[config.mk]
export PLATFORM = sky130hd
export DESIGN_NAME = inst_mem_fetch
export DESIGN_NICKNAME = d
export VERILOG_FILES = /design/src/rtl/inst_mem_fetch.sv
export SDC_FILE = /design/constraint.sdc
export NUM_CORES = 2
export LEC_CHECK = 0
export BUFFER_PORTS_ARGS = -buffer_cell sky130_fd_sc_hd__buf_4
export CAP_MARGIN = 20
export CORE_MARGIN = 3
export CORE_UTILIZATION = 35
export CTS_BUF_LIST = sky130_fd_sc_hd__clkbuf_8
export DETAILED_ROUTE_END_ITERATION = 12
export PLACE_DENSITY = 0.6
export REMOVE_ABC_BUFFERS = 1
export SLEW_MARGIN = 25
export SYNTH_ARGS = -nofsm -noshare
export SYNTH_HDL_FRONTEND = slang
export SYNTH_SLANG_ARGS = --single-unit
[constraint.sdc]
create_clock -name Clock -period 4.2 [get_ports Clock]
set_input_delay 0.84 -clock Clock [delete_from_list [all_inputs] [get_ports Clock]]
set_output_delay 0.84 -clock Clock [all_outputs]
set_load 0.1 [all_outputs]
[src/rtl/inst_mem_fetch.sv]
// ----------------------------------------------------------------------------
// inst_mem_fetch
//   Instruction memory between the program counter and the decoder.
//   - Streamed program-load port (LoadStart / LoadValid / LoadReady / LoadLast).
//   - One-cycle registered fetch with an InstValid strobe.
//   - Out-of-range PCs return NOP_WORD and raise Fault.
//   Optional feature macro: IMEM_PARITY_EN (per-word even parity, ParityErr).
//   Without IMEM_PARITY_EN there is no parity storage and ParityErr is 0.
// ----------------------------------------------------------------------------
module inst_mem_fetch #(
  parameter int unsigned       DATA_W   = 32,
  parameter int unsigned       PC_W     = 32,
  parameter int unsigned       DEPTH    = 128,
  parameter logic [DATA_W-1:0] NOP_WORD = '0
) (
  input  logic                         Clock,
  input  logic                         Reset,
  input  logic                         LoadStart,
  input  logic                         LoadValid,
  output logic                         LoadReady,
  input  logic [DATA_W-1:0]            LoadData,
  input  logic                         LoadLast,
  output logic [$clog2(DEPTH+1)-1:0]   LoadCount,
  output logic                         Busy,
  input  logic                         FetchReq,
  input  logic [PC_W-1:0]              ProgramCounter,
  output logic [DATA_W-1:0]            Instruction,
  output logic                         InstValid,
  output logic                         Fault,
  output logic                         ParityErr
);

  localparam int unsigned CNT_W  = $clog2(DEPTH + 1);
  localparam int unsigned ADDR_W = (DEPTH > 1) ? $clog2(DEPTH) : 1;

  typedef enum logic {
    ST_RUN  = 1'b0,
    ST_LOAD = 1'b1
  } state_e;

  // Architectural state
  state_e              state_q, state_d;
  logic [CNT_W-1:0]    cnt_q, cnt_d;
  logic [DATA_W-1:0]   inst_q, inst_d;
  logic                valid_q, valid_d;
  logic                fault_q, fault_d;
  logic                perr_q, perr_d;

  // Storage (never reset; contents undefined until loaded)
  logic [DATA_W-1:0]   mem_q [DEPTH];
`ifdef IMEM_PARITY_EN
  logic                par_q [DEPTH];
`endif

  // Load-side helpers; the word count doubles as the write pointer
  logic                load_ready_c;
  logic                load_accept_c;
  logic                load_full_c;
  logic [ADDR_W-1:0]   wr_addr_c;

  // Fetch-side helpers
  logic                fetch_fire_c;
  logic                pc_in_range_c;
  logic [ADDR_W-1:0]   rd_addr_c;
  logic [DATA_W-1:0]   rd_word_c;
  logic                rd_perr_c;

  // Load handshake: ready only in LOAD, not during a restart, and while space remains
  always_comb begin
    load_ready_c  = (state_q == ST_LOAD) && !LoadStart && (cnt_q < CNT_W'(DEPTH));
    load_accept_c = LoadValid && load_ready_c;
    load_full_c   = (cnt_q == CNT_W'(DEPTH - 1));
    wr_addr_c     = ADDR_W'(cnt_q);
  end

  // Fetch address decode and range check on the full PC width
  always_comb begin
    fetch_fire_c  = (state_q == ST_RUN) && FetchReq;
    pc_in_range_c = (ProgramCounter < PC_W'(DEPTH));
    rd_addr_c     = ADDR_W'(ProgramCounter);
    rd_word_c     = mem_q[rd_addr_c];
`ifdef IMEM_PARITY_EN
    rd_perr_c     = ((^rd_word_c) != par_q[rd_addr_c]);
`else
    rd_perr_c     = 1'b0;
`endif
  end

  // Next-state and next-output logic for the RUN/LOAD controller and fetch pipe
  always_comb begin
    state_d = state_q;
    cnt_d   = cnt_q;
    inst_d  = inst_q;
    valid_d = 1'b0;
    fault_d = 1'b0;
    perr_d  = 1'b0;

    unique case (state_q)
      ST_RUN: begin
        if (LoadStart) begin
          state_d = ST_LOAD;
          cnt_d   = '0;
        end
      end
      ST_LOAD: begin
        if (LoadStart) begin
          cnt_d = '0;
        end else if (load_accept_c) begin
          cnt_d = cnt_q + CNT_W'(1);
          if (LoadLast || load_full_c) begin
            state_d = ST_RUN;
          end
        end
      end
      default: begin
        state_d = ST_RUN;
      end
    endcase

    // Fetch sees the contents as they stand this cycle, even if a load starts now
    if (fetch_fire_c) begin
      valid_d = 1'b1;
      if (pc_in_range_c) begin
        inst_d = rd_word_c;
        perr_d = rd_perr_c;
      end else begin
        inst_d  = NOP_WORD;
        fault_d = 1'b1;
      end
    end
  end

  // State and output registers with synchronous reset
  always_ff @(posedge Clock) begin
    if (Reset) begin
      state_q <= ST_RUN;
      cnt_q   <= '0;
      inst_q  <= '0;
      valid_q <= 1'b0;
      fault_q <= 1'b0;
      perr_q  <= 1'b0;
    end else begin
      state_q <= state_d;
      cnt_q   <= cnt_d;
      inst_q  <= inst_d;
      valid_q <= valid_d;
      fault_q <= fault_d;
      perr_q  <= perr_d;
    end
  end

  // Program storage write; a reset cycle never commits a word
  always_ff @(posedge Clock) begin
    if (!Reset && load_accept_c) begin
      mem_q[wr_addr_c] <= LoadData;
`ifdef IMEM_PARITY_EN
      par_q[wr_addr_c] <= ^LoadData;
`endif
    end
  end

  // Output mapping
  assign LoadReady   = load_ready_c;
  assign LoadCount   = cnt_q;
  assign Busy        = (state_q == ST_LOAD);
  assign Instruction = inst_q;
  assign InstValid   = valid_q;
  assign Fault       = fault_q;
  assign ParityErr   = perr_q;

endmodule
# Word-level counts from Yosys, hierarchy flattened
# Memory sizes are Yosys's and may differ from the RTL's.
# Index checks and enable logic that the tools add are counted.
[classes]
n_addsub = 1
muxes = 14
n_bitwise = 2
n_reduce_logical = 10
eq_ne = 3
magnitude_cmp = 2
[ops]
columns = ["op", "count"]
rows = [
  ["$lt A32 B8 Y1 const B", 1],
  ["$mux W32", 1],
  ["$mux W8", 3],
  ["$pmux W8 S2", 1],
  ["$add A8 B1 Y8 const B", 1],
  ["$eq A8 B7 Y1 const B", 1],
  ["$lt A8 B8 Y1 const B", 1],
  ["$mux W1", 8],
  ["$logic_and A1 B1 Y1", 5],
  ["$ne A3 B2 Y1 const B", 1],
  ["$logic_not A1 Y1", 2],
  ["$ne A2 B2 Y1 const B", 1],
  ["$not A1 Y1", 2],
  ["$pmux W1 S2", 1],
  ["$reduce_and A2 Y1", 1],
  ["$reduce_or A2 Y1", 1],
  ["$logic_or A1 B1 Y1", 1],
]
[totals]
word_cells = 38
ff_bits = 43
mem_bits_rw = 4096
mem_count = 1
inputBits = 70
output_inout_bits = 45
[memory_table]
columns = ["name", "words", "width", "rd", "rd_clocked_by_memory_dff", "wr", "line", "rtl"]
rows = [
  ["mem_q", 128, 32, 1, 0, 1, "50", "logic [DATA_W-1:0] mem_q [DEPTH];"],
]

# Longest topological paths before layout
[logic_depth]
word_depth = 7
depth_mapped = 12
depth_no_buf = 6

# Worst setup path before layout
# Ideal clock, no wire load.
[synth_path]
path_type = "flip-flop to flip-flop"
start = "register state_q, in the netlist Busy"
end = "memory mem_q[127][0], enable pin"
synth_period_minus_slack_ns = 6.504
n_path_buf = 1
arrival_ns = 6.082
required_ns = 3.779
slack_ns = -2.304
setup_time_ns = 0.421
path_stages_with_launch = 7
cell_sequence = "dfxtp_1 > nor3b_1 > nand2_1 > nor3b_1 > nand3_1 > clkbuf_1 > nor2_1"
[synth_via]
elab_chain_cells = 6
[synth_lines]
columns = ["item", "line", "rtl"]
rows = [
  ["start: declaration", "42", "state_e state_q, state_d;"],
  ["start signal: assignment", "143", "state_q <= state_d;"],
  ["$logic_and A1 B1 Y1 (2 in series)", "70", "load_ready_c = (state_q == ST_LOAD) && !LoadStart && (cnt_q < CNT_W'(DEPTH));"],
  ["named net LoadReady", "20", "output logic LoadReady,"],
  ["$logic_and A1 B1 Y1", "71", "load_accept_c = LoadValid && load_ready_c;"],
  ["$logic_and A1 B1 Y1", "154", "if (!Reset && load_accept_c) begin"],
  ["$mux W1", "154", ""],
  ["$mux W1 (not written as such)", "155", "mem_q[wr_addr_c] <= LoadData;"],
  ["end: declaration", "50", ""],
]
# The timed path passes the listed nets, and every way through them passes these cells.

# Worst setup path in the final report
[layout_path]
start = "register state_q, in the netlist Busy"
end = "register inst_q[10], in the netlist Instruction[10]"
[layout_via]
elab_chain_cells = 2
[layout_lines]
columns = ["item", "line", "rtl"]
rows = [
  ["$not A1 Y1", "-", ""],
  ["$logic_and A1 B1 Y1", "78", "fetch_fire_c = (state_q == ST_RUN) && FetchReq;"],
  ["end signal: assignment", "145", "inst_q <= inst_d;"],
  ["end: declaration", "44", "logic [DATA_W-1:0] inst_q, inst_d;"],
]
# No other way between the ends.
# A chain may end at the register's enable or synchronous reset.

==> flow_summary.yaml <==
cts:
  clk_latency_ns: 1.29
  clockRootBuffer: "clkbuf_8"
  cts.clk_slew.worst_paths_ns: 0.06
  cts_sinks: 4139
  cts_tree: "done"
  cts-buffers-inserted: 645
  post-cts-setup-buffers: 0
  cts.htree.levels: 6
  cts_resized: 0
  cts_buffer_depth: 4
final_layout:
  layout_common_cells: "4096 x edfxtp_1, 778 x mux4_2, 660 x clkbuf_8"
  fillers: 39600
  final_common_cell: "edfxtp_1"
  finalNetCount: 8496
  drive_gt1_share_pct: 28.0
  final-instance-count-excl-fill: 14900
  area_growth_pct: 16.0
die:
  ioPinCount: 115
  initial_core_util_pct: 35.2
  fp.coreArea_um2: 454000
  die_w_um: 682
  die_h_um: 682
  die-area_um2: 464000
  num_rows: 247
synth:
  ys_dominant_reg_cell: "edfxtp_1"
  synth.yosys.seq_area_share_pct: 77.5
  synth_edf_count: 4096
  synth_xor_xnor_area_share_pct: 0.0329
  synth_compound_area_share_pct: 3.60
  ys_warn_count: 0
  yosys.area_share.adder_pct: 0.00783
  async_flop_share_pct: 0
  syn-mean-instance-area_um2: 21.2
  synth_simple_gate_area_share_pct: 2.30
  synth_top_family_by_area: "multiplexers"
  synth_cell_types: 77
  synth_seq_cells: 4139
  synthMuxAreaShare_pct: 14.7
  syn_area_um2: 160000
  postSynthCellCount: 7528
detailed_routing:
  wirelength_mm: 481
  antenna_left: 0
  vias: 84100
  remaining_drc_errors: 0
  initialDrtViolationCount: 11400
  wire_per_inst_um: 32.2
  dr.pass1.iters: 6
  viasPerCell: 5.63
global_route:
  grt_overflow: 0
  grt_start_max_net_pins: 129
  grt.total_usage_pct: 20.4
  antenna_found_initial: 44
  grt_pass1_vias: 84100
  grt_pass1_wl_mm: 668
placement:
  post-dp-hpwl_mm: 290
  gp_congestion: 0.890
  io_buffers: 113
  dp_cells: 13700
worst_setup_path:
  crit_required_ns: 5.35
  rrSetupSlack_ns: 0.49
  crit_arrival_ns: 4.86
  start_kind: "flip-flop"
  rr_endpoint: "Instruction[10]"
  crit_type: "reg -> reg"
  critPathMaxFanout: 32
  r2r_start: "Busy"
  cp-end-kind: "flip-flop"
  reg2reg_depth: 6
power:
  p_leak_nw: 58.9
  power_density_nw_per_um2: 438
  vdd_drop_max_v: 0.000304
timing:
  fmax_ghz: 0.270
  slew_viol_final: 0
  fin_crit_sh_pct: 88.3
  fin_crit_ns: 3.71
  worst_slew_pin_slew_ns: 1.19
  hold_violations: 0
  setup_tns_ns: 0
  rsz0062_at_grt: "no"
  finalSetupViolCount: 0
  slew-limit-headroom_pct: 20.1
  fin_worst_skew_ns: 0.133
status:
  status: "completed"
hold_path:
  hp-class: "in -> reg"
  hold_start: "LoadData[14]"
  holdPathEnd: "mem_q[30][14]"
  whs_path_depth: 1
flow_run:
  maxCapViolCount: 0
==> area by class of cell <==
class                           instances  area, µm²  share of cell area [%]
Sequential cell                      4139     124000                    66.9
Multi-Input combinational cell       2948      34100                    18.4
Clock buffer                          659       9070                    4.90
Timing Repair Buffer                  684       7880                    4.26
Tap cell                             5976       7480                    4.04
Clock inverter                        495       2680                    1.44
Antenna cell                           30       75.1                  0.0405
Inverter                                7       31.3                  0.0169
==> power by group <==
group          internal, mW  total [mW]  switching (mW)
sequential             45.4        45.4         0.00242
combinational          1.51        4.43            2.93
clock                  15.3        31.3            16.0
==> stage by stage <==
stage	instance area (µm²)	utilization, %	total power, mW	hold WS (ns)	setup WS, ns
floorplan	157000	-	47.8	0.714	-2.32
global placement	173000	38.2	50.6	0.496	-0.268
detailed placement	173000	38.2	50.7	0.512	-0.270
CTS	185000	40.8	81.6	0.0217	0.589
global route	185000	40.8	83.7	0.0642	0.582
finish	185000	40.8	81.1	0.104	0.490
==> worst max-delay path by stage <==
| stage | from | endpoint | slack [ns] | cells after the start |
|---|---|---|---|---|
| 2_1_floorplan | Busy | mem_q[15][0] | -2.32 | 5 |
| 3_3_place_gp | ProgramCounter[0] | Instruction[19] | -0.27 | 11 |
| 3_5_place_dp | ProgramCounter[1] | Instruction[19] | -0.27 | 11 |
| 4_1_cts | LoadCount[6] | LoadCount[6] | 0.59 | 2 |
| 5_1_grt | LoadCount[3] | Busy | 0.58 | 8 |
| 6_report | Busy | Instruction[10] | 0.49 | 6 |
==> worst max-delay path, cell delays in order, from the launching register on <==
cell and delay (ns):
dfxtp_1 0.35, buf_4 0.32, nand2b_4 0.53, nand2_1 0.73
a21boi_0 0.34, a311oi_2 0.91, and4_1 0.30
==> cells in the mapped netlist (all sizes together), types with 17 or more instances <==
library cell,instances,area (µm²)
a2111oi,19,219
a211oi,49,368
a21oi,156,781
a221o,19,190
a221oi,58,646
a22oi,177,1330
a311oi,17,149
buf,286,2260
clkbuf,148,561
dfxtp,43,861
edfxtp,4096,123000
mux2,57,642
mux2i,535,5360
mux4,778,17500
nand2,247,927
nand3,93,465
nand4,33,206
nor2,212,796
nor2b,45,282
nor3,49,245
nor4,30,188
o2111ai,20,175
o211ai,24,180
o21ai,54,270
o22ai,91,569
==> registers in the layout (all words and copies together), names as in the netlist <==
name         count
LoadCount        8
mem_q         4096
Busy             1
Fault            1
InstValid        1
Instruction     32
==> cells by family (layout without fill, tap and decap cells) <==
| family | after synthesis | count (layout) |
|---|---|---|
| AND/OR/NAND/NOR | 782 | 782 |
| multiplexers | 1370 | 1370 |
| XOR/XNOR | 6 | 6 |
| buffers and inverters | 441 | 1845 |
| flip-flops | 4139 | 4139 |
| other | 1 | 31 |
| adder cells (fa/ha/maj) | 1 | 1 |
| AO/OA/AOI/OAI | 788 | 788 |
==> metal layers <==
metal  share of wire (%)  up-vias  track usage [%]  wire, µm
met5               0.014        -                0        69
met4                 6.1       10             11.0     29500
met3                 8.9      974             3.99     42900
met2                  47     4607             32.2    225000
met1                  38    44900             26.6    183000
li1                    -    33600                -         -
==> repair_timing <==
| action | CTS | global route |
|---|---|---|
| hold buffers | 7 | 0 |
| endpoints found under the hold margin | 23 | 0 |
| endpoints found under the setup margin | 0 | 0 |
Note: power is estimated with default switching activity, not from simulation.
